$ cat config.mk
export PLATFORM = sky130hd
export DESIGN_NAME = led_controller
export DESIGN_NICKNAME = d
export VERILOG_FILES = /design/src/rtl/led_ctrl_pkg.sv /design/src/rtl/led_controller_blink_prescaler.sv /design/src/rtl/led_controller.sv
export SDC_FILE = /design/constraint.sdc
export NUM_CORES = 1
export LEC_CHECK = 0
export ABC_AREA = 0
export CAP_MARGIN = 10
export CORE_MARGIN = 2
export CORE_UTILIZATION = 51
export CTS_CLUSTER_DIAMETER = 100
export DETAILED_ROUTE_END_ITERATION = 7
export PLACE_DENSITY = 0.74
export SYNTH_ARGS = -nofsm -noshare
export SYNTH_HDL_FRONTEND = slang
export SYNTH_HIERARCHICAL = 1
export SYNTH_SLANG_ARGS = --single-unit
$ cat constraint.sdc
create_clock -name clk -period 2.55 [get_ports clk]
set_input_delay 0.51 -clock clk [delete_from_list [all_inputs] [get_ports clk]]
set_output_delay 0.51 -clock clk [all_outputs]
set_load 0.01 [all_outputs]
$ cat src/rtl/led_ctrl_pkg.sv
// Shared types, ASCII command bytes and mode helpers for the LED controller.
package led_ctrl_pkg;

    typedef enum logic [1:0] {
        MODE_OFF   = 2'd0,
        MODE_ON    = 2'd1,
        MODE_BLINK = 2'd2
    } mode_t;

    typedef enum logic [1:0] {
        OP_ON     = 2'd0,
        OP_OFF    = 2'd1,
        OP_BLINK  = 2'd2,
        OP_TOGGLE = 2'd3
    } op_t;

    typedef enum logic {
        ST_IDLE = 1'b0,
        ST_ARG  = 1'b1
    } state_t;

    localparam logic [7:0] ASCII_0    = 8'h30;
    localparam logic [7:0] ASCII_O    = 8'h6f;
    localparam logic [7:0] ASCII_F    = 8'h66;
    localparam logic [7:0] ASCII_B    = 8'h62;
    localparam logic [7:0] ASCII_T    = 8'h74;
    localparam logic [7:0] ASCII_R    = 8'h72;
    localparam logic [7:0] ASCII_STAR = 8'h2a;

    // Toggle never lands in BLINK: a blinking channel is switched off.
    function automatic mode_t apply_op(input op_t op, input mode_t cur);
        mode_t res;
        res = cur;
        case (op)
            OP_ON:     res = MODE_ON;
            OP_OFF:    res = MODE_OFF;
            OP_BLINK:  res = MODE_BLINK;
            OP_TOGGLE: res = (cur == MODE_OFF) ? MODE_ON : MODE_OFF;
            default:   res = cur;
        endcase
        return res;
    endfunction

    function automatic logic mode_to_led(input mode_t m, input logic phase);
        logic res;
        case (m)
            MODE_ON:    res = 1'b1;
            MODE_BLINK: res = phase;
            default:    res = 1'b0;
        endcase
        return res;
    endfunction

endpackage

$ cat src/rtl/led_controller_blink_prescaler.sv
// Free-running divider producing the shared blink phase; wrap is high in the
// cycle whose clock edge will invert the phase.
module blink_prescaler #(
    parameter int DIV = 3_000_000
) (
    input  logic clk,
    input  logic reset,
    output logic phase,
    output logic wrap
);

    localparam int CW = (DIV > 1) ? $clog2(DIV) : 1;
    localparam logic [CW-1:0] CNT_LAST = CW'(DIV - 1);

    logic [CW-1:0] cnt = '0;
    logic          phase_q = 1'b0;

    assign wrap  = (cnt == CNT_LAST);
    assign phase = phase_q;

    always_ff @(posedge clk) begin
        if (reset) begin
            cnt     <= '0;
            phase_q <= 1'b0;
        end else if (wrap) begin
            cnt     <= '0;
            phase_q <= ~phase_q;
        end else begin
            cnt <= cnt + CW'(1);
        end
    end

endmodule

$ cat src/rtl/led_controller.sv
// Byte-driven LED controller: single-byte toggles, two-byte op+argument
// commands with an argument timeout, and lockstep blinking.
module led_controller
    import led_ctrl_pkg::*;
#(
    parameter int NUM_LEDS    = 5,
    parameter int BLINK_DIV   = 3_000_000,
    parameter int ARG_TIMEOUT = 12_000_000
) (
    input  logic                clk,
    input  logic                reset,
    input  logic [7:0]          data,
    input  logic                ready,
    output logic [NUM_LEDS-1:0] leds,
    output logic                busy
);

    generate
        if (NUM_LEDS < 1 || NUM_LEDS > 9) begin : g_bad_num_leds
            $error("led_controller: NUM_LEDS must be in 1..9");
        end
        if (BLINK_DIV < 2) begin : g_bad_blink_div
            $error("led_controller: BLINK_DIV must be at least 2");
        end
        if (ARG_TIMEOUT < 2) begin : g_bad_arg_timeout
            $error("led_controller: ARG_TIMEOUT must be at least 2");
        end
    endgenerate

    localparam int TW = (ARG_TIMEOUT > 1) ? $clog2(ARG_TIMEOUT) : 1;
    localparam logic [TW-1:0] TCNT_LAST = TW'(ARG_TIMEOUT - 1);

    mode_t               mode    [NUM_LEDS] = '{default: MODE_OFF};
    state_t              state   = ST_IDLE;
    op_t                 op      = OP_ON;
    logic [TW-1:0]       tcnt    = '0;
    logic [NUM_LEDS-1:0] leds_q  = '0;
    logic                busy_q  = 1'b0;

    mode_t               mode_nx [NUM_LEDS];
    state_t              state_nx;
    op_t                 op_nx;
    logic [TW-1:0]       tcnt_nx;
    logic [NUM_LEDS-1:0] leds_nx;
    logic [NUM_LEDS-1:0] sel;
    logic                is_digit;
    logic                phase;
    logic                wrap;
    logic                phase_nx;

    blink_prescaler #(
        .DIV (BLINK_DIV)
    ) u_prescaler (
        .clk   (clk),
        .reset (reset),
        .phase (phase),
        .wrap  (wrap)
    );

    // LEDs are registered, so they are built from the phase the prescaler
    // will hold after this edge; blinking channels then track it exactly.
    assign phase_nx = phase ^ wrap;

    always_comb begin
        sel = '0;
        for (int i = 0; i < NUM_LEDS; i++) begin
            sel[i] = (data == 8'(ASCII_0 + 8'(i + 1)));
        end
        is_digit = |sel;
    end

    always_comb begin
        state_nx = state;
        op_nx    = op;
        tcnt_nx  = tcnt;
        for (int i = 0; i < NUM_LEDS; i++) begin
            mode_nx[i] = mode[i];
        end

        case (state)
            ST_IDLE: begin
                if (ready) begin
                    if (is_digit) begin
                        for (int i = 0; i < NUM_LEDS; i++) begin
                            if (sel[i]) mode_nx[i] = apply_op(OP_TOGGLE, mode[i]);
                        end
                    end else begin
                        case (data)
                            ASCII_O: begin op_nx = OP_ON;     state_nx = ST_ARG; tcnt_nx = '0; end
                            ASCII_F: begin op_nx = OP_OFF;    state_nx = ST_ARG; tcnt_nx = '0; end
                            ASCII_B: begin op_nx = OP_BLINK;  state_nx = ST_ARG; tcnt_nx = '0; end
                            ASCII_T: begin op_nx = OP_TOGGLE; state_nx = ST_ARG; tcnt_nx = '0; end
                            ASCII_R: begin
                                for (int i = 0; i < NUM_LEDS; i++) begin
                                    mode_nx[i] = MODE_OFF;
                                end
                            end
                            default: ;
                        endcase
                    end
                end
            end
            ST_ARG: begin
                // A byte in the expiry cycle still counts as the argument.
                if (ready) begin
                    state_nx = ST_IDLE;
                    for (int i = 0; i < NUM_LEDS; i++) begin
                        if (sel[i] || data == ASCII_STAR) begin
                            mode_nx[i] = apply_op(op, mode[i]);
                        end
                    end
                end else if (tcnt == TCNT_LAST) begin
                    state_nx = ST_IDLE;
                end else begin
                    tcnt_nx = tcnt + TW'(1);
                end
            end
            default: state_nx = ST_IDLE;
        endcase

        for (int i = 0; i < NUM_LEDS; i++) begin
            leds_nx[i] = mode_to_led(mode_nx[i], phase_nx);
        end
    end

    always_ff @(posedge clk) begin
        if (reset) begin
            state  <= ST_IDLE;
            op     <= OP_ON;
            tcnt   <= '0;
            leds_q <= '0;
            busy_q <= 1'b0;
            for (int i = 0; i < NUM_LEDS; i++) begin
                mode[i] <= MODE_OFF;
            end
        end else begin
            state  <= state_nx;
            op     <= op_nx;
            tcnt   <= tcnt_nx;
            leds_q <= leds_nx;
            busy_q <= (state_nx == ST_ARG);
            for (int i = 0; i < NUM_LEDS; i++) begin
                mode[i] <= mode_nx[i];
            end
        end
    end

    assign leds = leds_q;
    assign busy = busy_q;

endmodule

== Yosys cells after proc, flatten, opt, wreduce, memory -nomap -nowiden ==
Memories as Yosys holds them, arrays and structs flattened.
Index checks and enable logic that the tools add are counted.
Operators by class
  add/sub/neg operators: 2
  multiply operators: 0
  div/mod/pow operators: 0
  order comparisons: 0
  equal/unequal tests: 31
  shift-type cells: 0
  multiplexer cells: 51
  bitwise logic cells: 9
  reduce and logical (&&, ||, !) cells: 17
Operators by type and width (count)
  $mux W24: 5
  $eq A8 B6 Y1 const B: 6
  $pmux W2 S4: 6
  $pmux W24 S2: 1
  $eq A8 B7 Y1 const B: 5
  $mux W10: 4
  $mux W2: 15
  $add A24 B1 Y24 const B: 1
  $eq A24 B24 Y1 const B: 1
  $add A22 B1 Y22 const B: 1
  $eq A22 B22 Y1 const B: 1
  $pmux W10 S2: 1
  $eq A2 B2 Y1 const B: 7
  $mux W1: 13
  $eq A2 B1 Y1 const B: 6
  $logic_not A2 Y1: 6
  $pmux W1 S2: 6
  $ne A2 B2 Y1 const B: 5
  $logic_or A1 B1 Y1: 5
  $or A1 B1 Y1: 5
  $reduce_and A5 Y1: 1
  $reduce_or A5 Y1: 1
  $reduce_and A4 Y1: 1
  $reduce_bool A4 Y1: 1
  4 further kinds: 6
Storage, ports and cells
  register bits after elaboration: 55
  bits in latches: 0
  memory bits (writable): 10
  memory bits (read-only): 0
  input bits: 11
  output and inout bits: 6
  logic and storage cells: 117
  memories kept: 1
Memory list
  mode: depth 5, width 2, read ports 5, clocked after memory_dff 0, write ports 5, RTL line led_controller.sv:33  | mode_t mode [NUM_LEDS] = '{default: MODE_OFF};

== Logic depth before layout (Yosys ltp) ==
Gate-level depths: netlist (run 1).
  depth in word-level cells: 8
  mapped depth: 10
  gate-level depth less buffers: 8

== Cells and area by module ==
The synthesis (run 1) kept the hierarchy.
Modules (own cells, without submodules)
  led_controller: instances 1, cells each 354, area each 2909.0 um2, seq. area each 840.8 um2
  blink_prescaler: instances 1, cells each 125, area each 1058.5 um2, seq. area each 460.4 um2

== Worst setup path after synthesis (run 1) ==
OpenSTA, ideal clock, no wires.
  path type: input-to-reg
  start: input data[7]
  end: register leds_q[2], in the netlist leds[2]
  setup time: 78 ps
  arrival time: 2445 ps
  data required time: 2472 ps
  slack: 27 ps
  stages on the path: 8
  buffers on the path: 1
  cells stage by stage: or3b_1 > clkbuf_1 > o22ai_1 > nand2_1 > o211a_1 > or3_1 > ha_1 > nor3_1
RTL lines
  start: declaration: RTL line led_controller.sv:12  | input logic [7:0] data,
  end signal: assignment: RTL line led_controller.sv:140  | leds_q <= leds_nx;
  end: declaration: RTL line led_controller.sv:37  | logic [NUM_LEDS-1:0] leds_q = '0;

== Worst setup path in the final report (run 1) ==
  start: input data[0]
  end: register leds_q[0], in the netlist leds[0]
Between the ends
  longest elaborated chain between the ends: 7
  elaborated cells between the ends (all ways): 19
  those cells by class: eq/ne (9); mux (8); reduce/logical (2)
Ends and longest elaborated chain
  $eq A8 B6 Y1, or another cell as far along: RTL line led_controller.sv:67  | sel[i] = (data == 8'(ASCII_0 + 8'(i + 1)));
  $reduce_or A5 Y1, or another cell as far along: RTL line led_controller.sv:69  | is_digit = |sel;
  $mux W10 or $mux W2 (tied branches): RTL line led_controller.sv:83, led_controller.sv:108
  $mux W10, on equally long branches: RTL line led_controller.sv:82, led_controller.sv:105
  $pmux W10 S2 (*): RTL line led_controller.sv:80  | case (state)
  $eq A2 B2 Y1 or $eq A2 B1 Y1 (tied branches): RTL line led_ctrl_pkg.sv:46  | case (m)
  $pmux W1 S2 (*): RTL line led_ctrl_pkg.sv:46
Every way passes the cells marked *; elsewhere a longest branch is shown, timed or not.
A chain may end at the register's enable or synchronous reset.

==> metrics, run 1 <==
Post-Syn Area per Cell 8.283 um^2; Global Route Usage Sum approximately a quarter; number of vias per cell 6.192; largest net degree at the start of global routing 23; Psw ~560 uW; Layout Nets a little under 600; status finished clean; Worst Path Arrival between 2000 and 3000 ps; largest family of logic cells by synthesized area simple AND/OR/NAND/NOR gates; Post-Synth XOR/XNOR Area between 3 and 4%; Area growth syn-to-layout 27.66%; Placed Area ~0.0047 mm^2; Net Count, Synth 502; drt first pass iters 5; setup ws final 72.60 ps; Initial Utilization 51.88%; Fmax 0.4036 GHz; Total Routed Length roughly 11 mm; number of global-route vias before repair 3826; CP endpoint kind flip-flop; final setup fails 0; core area about 0.0076 mm^2; Worst setup SP type input port; drt drc 0; Die W 92.20 um; Mapped Area 0.003968 mm^2; TritonCTS Sinks 65; Final Power approximately 2.3 mW; Clock Latency Late Sink ~350 ps; Cell variety after synth 75; CP Max Fanout 7; Comb power frac 7.7%; Non-Filler Instances 668; clock root buffer clkbuf_8; DR iter-0 viols ~240; dpl ws -651.6 ps; Rel. slew slack 69.27%; Finished Cell Area 0.005065 mm^2; crit path kind input port to flip-flop; number of H-tree levels 3; Internal Power between 1.5 and 2 mW; Final Core Density 66.23%; final clock skew 15.23 ps; Synth Area in Adders 3.784%; Hold Crit Class flip-flop to flip-flop; Final Wtd Congestion just under 0.9; Std-Cell Rows 32; number of flops mapped to enable cells by yosys 0; Synth Area in Simple Gates 32.48%; vias a little over 4000; first-pass GRT wire length 17.28 mm; met2 routed WL 5.256 mm; Ant. Diodes 0; post-route ant nets 0; post-synthesis compound-gate area fraction 20.69%; Pleak 1.887 nW; initial antenna violation count 0; fin crit period 2477 ps; DR top layer met4; critical path launch point data[0]; Hold Startpoint tcnt[23]$_SDFFE_PP0P_; reg-to-reg critical path startpoint tcnt[0]$_SDFFE_PP0P_; Clk network pwr share 46.8%; FFs w/ async S/R, synth 0%; PwrDens around 440 mW/mm^2; layout cells sized above 1 23.14%; num ports 17; switching part of the total 24.88%; grt ovf 0; routed wl met3 ~660 um; CTS tree done; CTS Buf Count 9; Slew Viols, Final 0; worst vdd ir between 0.2 and 0.3 mV; Die Y 92.20 um; Placed Cells approximately 650; DP HPWL between 7 and 8 mm; DIE AREA 0.008501 mm^2; CTS Buffer Depth 2; synthesized instance count 479; max-cap viol count 0; port buffer count 16; CP Data Required Time 2840 ps; yosys warns 6; Seq/Total Area, Yosys 32.80%; fill count 654; Reg clk slew, reported paths 90 ps; Slew @ Worst Pin 456.8 ps; register share of total power 45.6%; final worst-path cycle share 97.15%; mux share of post-synthesis cell area 2.586%; Synth Flop Type dfxtp_1; wl on met1 between 4 and 5 mm; drt wl/cell 15.95 um; Synth Register Bits 65; final hold viol count 0
[sequential cells by signal (all words and copies together) (netlist names)]
name / cells
u_prescaler/cnt: 22
u_prescaler/phase: 1
busy: 1
mode: 10
leds: 5
op: 2
tcnt: 24
[layout make-up]
cell class,instances,area (um^2),share of cell area (%)
inverters,14,52.55,1.038
clock inverters,6,97.59,1.927
clock buffers,10,137.6,2.717
repair buffers,93,733.2,14.48
multi-input cells,378,2615,51.63
well taps,102,127.6,2.520
flip-flops and latches,65,1301,25.69
[synth_stat cells, drive strengths merged, types with 3 or more instances]
cell type	number	area, um^2
or4	10	78.82
ha	12	150.1
nor2	42	157.7
o211ai	6	58.81
or3	12	75.07
nor2b	3	18.77
dfxtp	65	1301
nor4	8	50.05
a21oi	29	145.1
nor3b	4	30.03
xor2	8	70.07
a31oi	6	37.54
a2111oi	3	38.79
nand2b	7	43.79
and3	9	56.30
o22ai	4	25.02
a21boi	6	45.04
o21ai	16	83.83
nand3b	4	30.03
o21a	4	30.03
a211oi	5	37.54
nand3	28	150.1
nor3	19	95.09
or3b	3	26.28
a21o	4	30.03
or4bb	5	56.30
or2	5	31.28
buf	10	56.31
xnor2	9	78.83
mux2i	8	80.08
and4	3	26.28
clkbuf	12	46.29
nand4	20	146.4
a211o	4	35.03
o31ai	6	45.04
a2bb2oi	4	35.03
and2	4	25.02
nand2	29	113.9
inv	14	52.55
[worst max-delay path, cell delays in order]
cell,delay (ps)
clkdlybuf4s15_1,260
or4bb_1,590
a2111oi_4,320
buf_4,180
nor3_1,40
a311o_1,390
ha_1,300
nor3_2,170
[layer usage]
| metal | vias up | GRT usage (%) |
|---|---|---|
| li1 | 1979 | - |
| met3 | 32 | 4.273 |
| met4 | 0 | 8.831 |
| met5 | - | 0 |
| met1 | 1939 | 30.66 |
| met2 | 186 | 43.14 |
[power by group through the flow]
| stage | clock network [mW] | registers, mW | logic, mW |
|---|---|---|---|
| 2_1_floorplan | 0 | 1.05 | 0.0789 |
| 3_3_place_gp | 0 | 1.05 | 0.160 |
| 3_5_place_dp | 0 | 1.05 | 0.163 |
| 4_1_cts | 1.07 | 1.03 | 0.165 |
| 5_1_grt | 1.10 | 1.03 | 0.186 |
| 6_report | 1.05 | 1.03 | 0.173 |
[metrics by stage]
step / setup TNS (ps) / hold WS (ps)
after floorplan: 0 / 446.8
after global placement: -5305 / 461.0
after detailed placement: -7185 / 478.7
after CTS: 0 / 490.4
after global routing: -33.26 / 510.7
final: 0 / 486.6
[timing repair]
action | 4_1_cts | 5_1_grt
setup endpoints to repair | 5 | 5
buffers inserted | 0 | 3
resized for setup | 10 | 25
pin swaps | 1 | 9
hold buffers | 0 | 0
[kinds of logic after synthesis]
logic type,after synthesis
simple gates,223
compound gates,116
flops,65
mux,10
buf+inv,36
xor+xnor,17
fa+ha+maj,12
[final timing paths]
| path | end | cells past startpoint | slack (ps) |
|---|---|---|---|
| max | leds[0]$_SDFF_PP0_ | 8 | 70 |
| min | tcnt[23]$_SDFFE_PP0P_ | 2 | 490 |
| max reg2reg | tcnt[5]$_SDFFE_PP0P_ | 6 | 160 |
| min reg2reg | tcnt[23]$_SDFFE_PP0P_ | 2 | 490 |
[cell usage in the layout, fill, tap and decap left out, types with 7 or more instances in the layout]
cell type	Yosys	final
nor4_1	8	8
nor3_1	19	17
inv_1	14	14
nor2_1	42	42
clkdlybuf4s50_1	0	8
or3_1	12	12
xor2_1	8	8
and3_1	9	9
dfxtp_1	65	65
nand3_1	26	26
buf_4	1	76
nand2b_1	7	7
or4_1	9	9
a21oi_1	29	28
clkbuf_8	0	10
xnor2_1	9	9
nand4_1	18	18
ha_1	12	12
nand2_1	27	26
o21ai_0	14	13
Power figures use the tool's default switching activity.
==> run 2: changes to the inputs <==
--- a/config.mk
+++ b/config.mk
@@ -9,9 +9,12 @@
 export CAP_MARGIN = 10
 export CORE_MARGIN = 2
 export CORE_UTILIZATION = 51
+export CTS_BUF_LIST = sky130_fd_sc_hd__clkbuf_2 sky130_fd_sc_hd__clkbuf_4 sky130_fd_sc_hd__clkbuf_8
 export CTS_CLUSTER_DIAMETER = 100
 export DETAILED_ROUTE_END_ITERATION = 7
+export GPL_TIMING_DRIVEN = 0
 export PLACE_DENSITY = 0.74
+export SLEW_MARGIN = 25
 export SYNTH_ARGS = -nofsm -noshare
 export SYNTH_HDL_FRONTEND = slang
 export SYNTH_HIERARCHICAL = 1
==> run 2 against run 1 <==
Against the previous run: the run now ends with design-rule violations left; via count down 4.6%; non-clock buffer count down 46; clock skew down 5.3 ps; worst hold slack worse by 1.7 ps; routed wire length down 4.3%; total power down 8.0%; critical endpoint unchanged; highest routed layer unchanged.
==> metrics, run 2 (same netlist as run 1, synthesis figures left out) <==
status complete, but fails checks (was finished clean); failing checks design-rule violations; crit path kind input port to flip-flop (unchanged); largest net degree at the start of global routing 13 (was 23); final clock skew 9.970 ps (was 15.23 ps); initial antenna violation count 0 (unchanged); DIE AREA 0.008501 mm^2 (unchanged); fin crit period 2528 ps (was 2477 ps); commonest non-fill, non-tap cells in the layout 65 x dfxtp_1, 41 x nor2_1, 26 x nand2_1, 26 x a21oi_1, 26 x nand3_1 (was 76 x buf_4, 65 x dfxtp_1, 42 x nor2_1); clock root buffer clkbuf_8 (unchanged); layout cells sized above 1 17.50% (was 23.14%); final worst-path cycle share 99.14% (was 97.15%); Placed Area 0.004250 mm^2 (was 0.004708 mm^2); Largest regs tcnt: 24 flops, u_prescaler/cnt: 22 flops, mode: 10 flops (unchanged); Std-Cell Rows 32 (unchanged); switching part of the total 25.37% (was 24.88%); max reg flops 24 (unchanged); port buffer count 15 (was 16); cts hold-fix bufs 0 (unchanged); CP Max Fanout 9 (was 7); grt ovf 0 (unchanged); Die W 92.20 um (unchanged); Die Y 92.20 um (unchanged); DR iter-0 viols 274 (was 237); register share of total power 49.6% (was 45.6%); CTS Buf Count 9 (unchanged); CTS Buffer Depth 2 (unchanged); vias 3944 (was 4136); CTS tree done (unchanged); post-route ant nets 0 (unchanged); CP endpoint kind flip-flop (unchanged); number of H-tree levels 3 (unchanged); number of global-route vias before repair 3570 (was 3826); drt first pass iters 7 (was 5); Placed Cells 596 (was 649); Slew Viols, Final 0 (unchanged); PwrDens 438.0 mW/mm^2 (was 444.4 mW/mm^2); Psw 525.2 uW (was 560.0 uW); Internal Power 1.545 mW (was 1.691 mW); drt drc 1 (was 0); Pleak 1.606 nW (was 1.887 nW); Slew @ Worst Pin 872.7 ps (was 456.8 ps); Fmax 0.3956 GHz (was 0.4036 GHz); Global Route Usage Sum 23.92% (was 24.74%); first-pass GRT wire length 16.55 mm (was 17.28 mm); Comb power frac 7.4% (was 7.7%); Finished Cell Area 0.004726 mm^2 (was 0.005065 mm^2); Area growth syn-to-layout 19.11% (was 27.66%); TritonCTS Sinks 65 (unchanged); Worst setup SP type input port (unchanged); final setup fails 0 (unchanged); drt wl/cell 16.38 um (was 15.95 um); Layout Nets 538 (was 584); DP HPWL 6.653 mm (was 7.488 mm); CP Data Required Time 2820 ps (was 2840 ps); Initial Utilization 51.88% (unchanged); num ports 17 (unchanged); number of vias per cell 6.341 (was 6.192); Final Wtd Congestion 0.9049 (was 0.8904); Total Routed Length 10.19 mm (was 10.65 mm); Hold Crit Class flip-flop to flip-flop (unchanged); R2R depth 8 (was 6); worst hold stages 2 (unchanged); core area 0.007647 mm^2 (unchanged); Ant. Diodes 0 (unchanged); max-cap viol count 0 (unchanged); Rel. slew slack 41.28% (was 69.27%); setup ws final 21.93 ps (was 72.60 ps); Top reg by flops tcnt (unchanged); Clock Latency Late Sink 350 ps (about the same); Final Power 2.070 mW (was 2.251 mW); setup TNS 0 ps (unchanged); worst vdd ir 0.2596 mV (was 0.2870 mV); Reg clk slew, reported paths 80 ps (was 90 ps); final hold viol count 0 (unchanged); Worst Path Arrival 2800 ps (was 2760 ps); Clk network pwr share 43.0% (was 46.8%); most common cell after layout, fill and taps aside dfxtp_1 (was buf_4); Non-Filler Instances 622 (was 668); dpl ws -805.7 ps (was -651.6 ps)
[run 2: area by class of cell]
cell class | count | area (um^2)
Buffer | 21 | 127.6
Clock buffer | 10 | 131.4
Clock inverter | 6 | 67.56
Fill cell | 664 | 2922
Inverter | 14 | 52.55
Multi-Input combinational cell | 378 | 2693
Sequential cell | 65 | 1301
Tap cell | 102 | 127.6
Timing Repair Buffer | 26 | 225.2
[run 2: per-layer routing]
layer / wire (um) / up-vias / GRT usage, %
met4: 178 / 0 / 7.960
met3: 609 / 24 / 5.259
li1: - / 1903 / -
met2: 4956 / 147 / 40.20
met1: 4447 / 1870 / 30.43
met5: 0 / - / 0
[run 2: path summary, 6_finish.rpt]
kind,startpoint,to,slack [ps]
worst min register to register,u_prescaler/cnt[21]$_SDFF_PP0_,u_prescaler/cnt[21]$_SDFF_PP0_,480
worst min-delay path,u_prescaler/cnt[21]$_SDFF_PP0_,u_prescaler/cnt[21]$_SDFF_PP0_,480
worst max-delay path,data[0],leds[0]$_SDFF_PP0_,20
worst max register to register,tcnt[0]$_SDFFE_PP0P_,tcnt[11]$_SDFFE_PP0P_,120
[run 2: critical path, stage by stage]
cell	delay [ps]
dlygate4sd2_1	390
or4bb_4	520
a2111oi_4	430
nand2_1	150
mux2i_2	260
inv_1	70
ha_1	290
nor3_2	180
[run 2: timing repair]
item,4_1_cts,5_1_grt
pin swaps,9,13
resized for setup,37,30
gates cloned,1,0
buffers inserted,5,5
setup endpoints to repair,7,13
[run 2: per-stage QoR]
stage	hold slack (ps)	util, %
after floorplan	446.8	-
after global placement	463.3	55.51
after detailed placement	471.4	55.58
after CTS	481.4	60.44
after global routing	505.2	61.80
final	484.8	61.80
[run 2: power by group through the flow]
stage	Combinational [mW]	Clock, mW	Sequential (mW)
after floorplan	0.0789	0	1.05
after global placement	0.122	0	1.05
after detailed placement	0.124	0	1.05
after CTS	0.139	0.908	1.03
after global routing	0.166	0.957	1.03
final	0.154	0.890	1.03
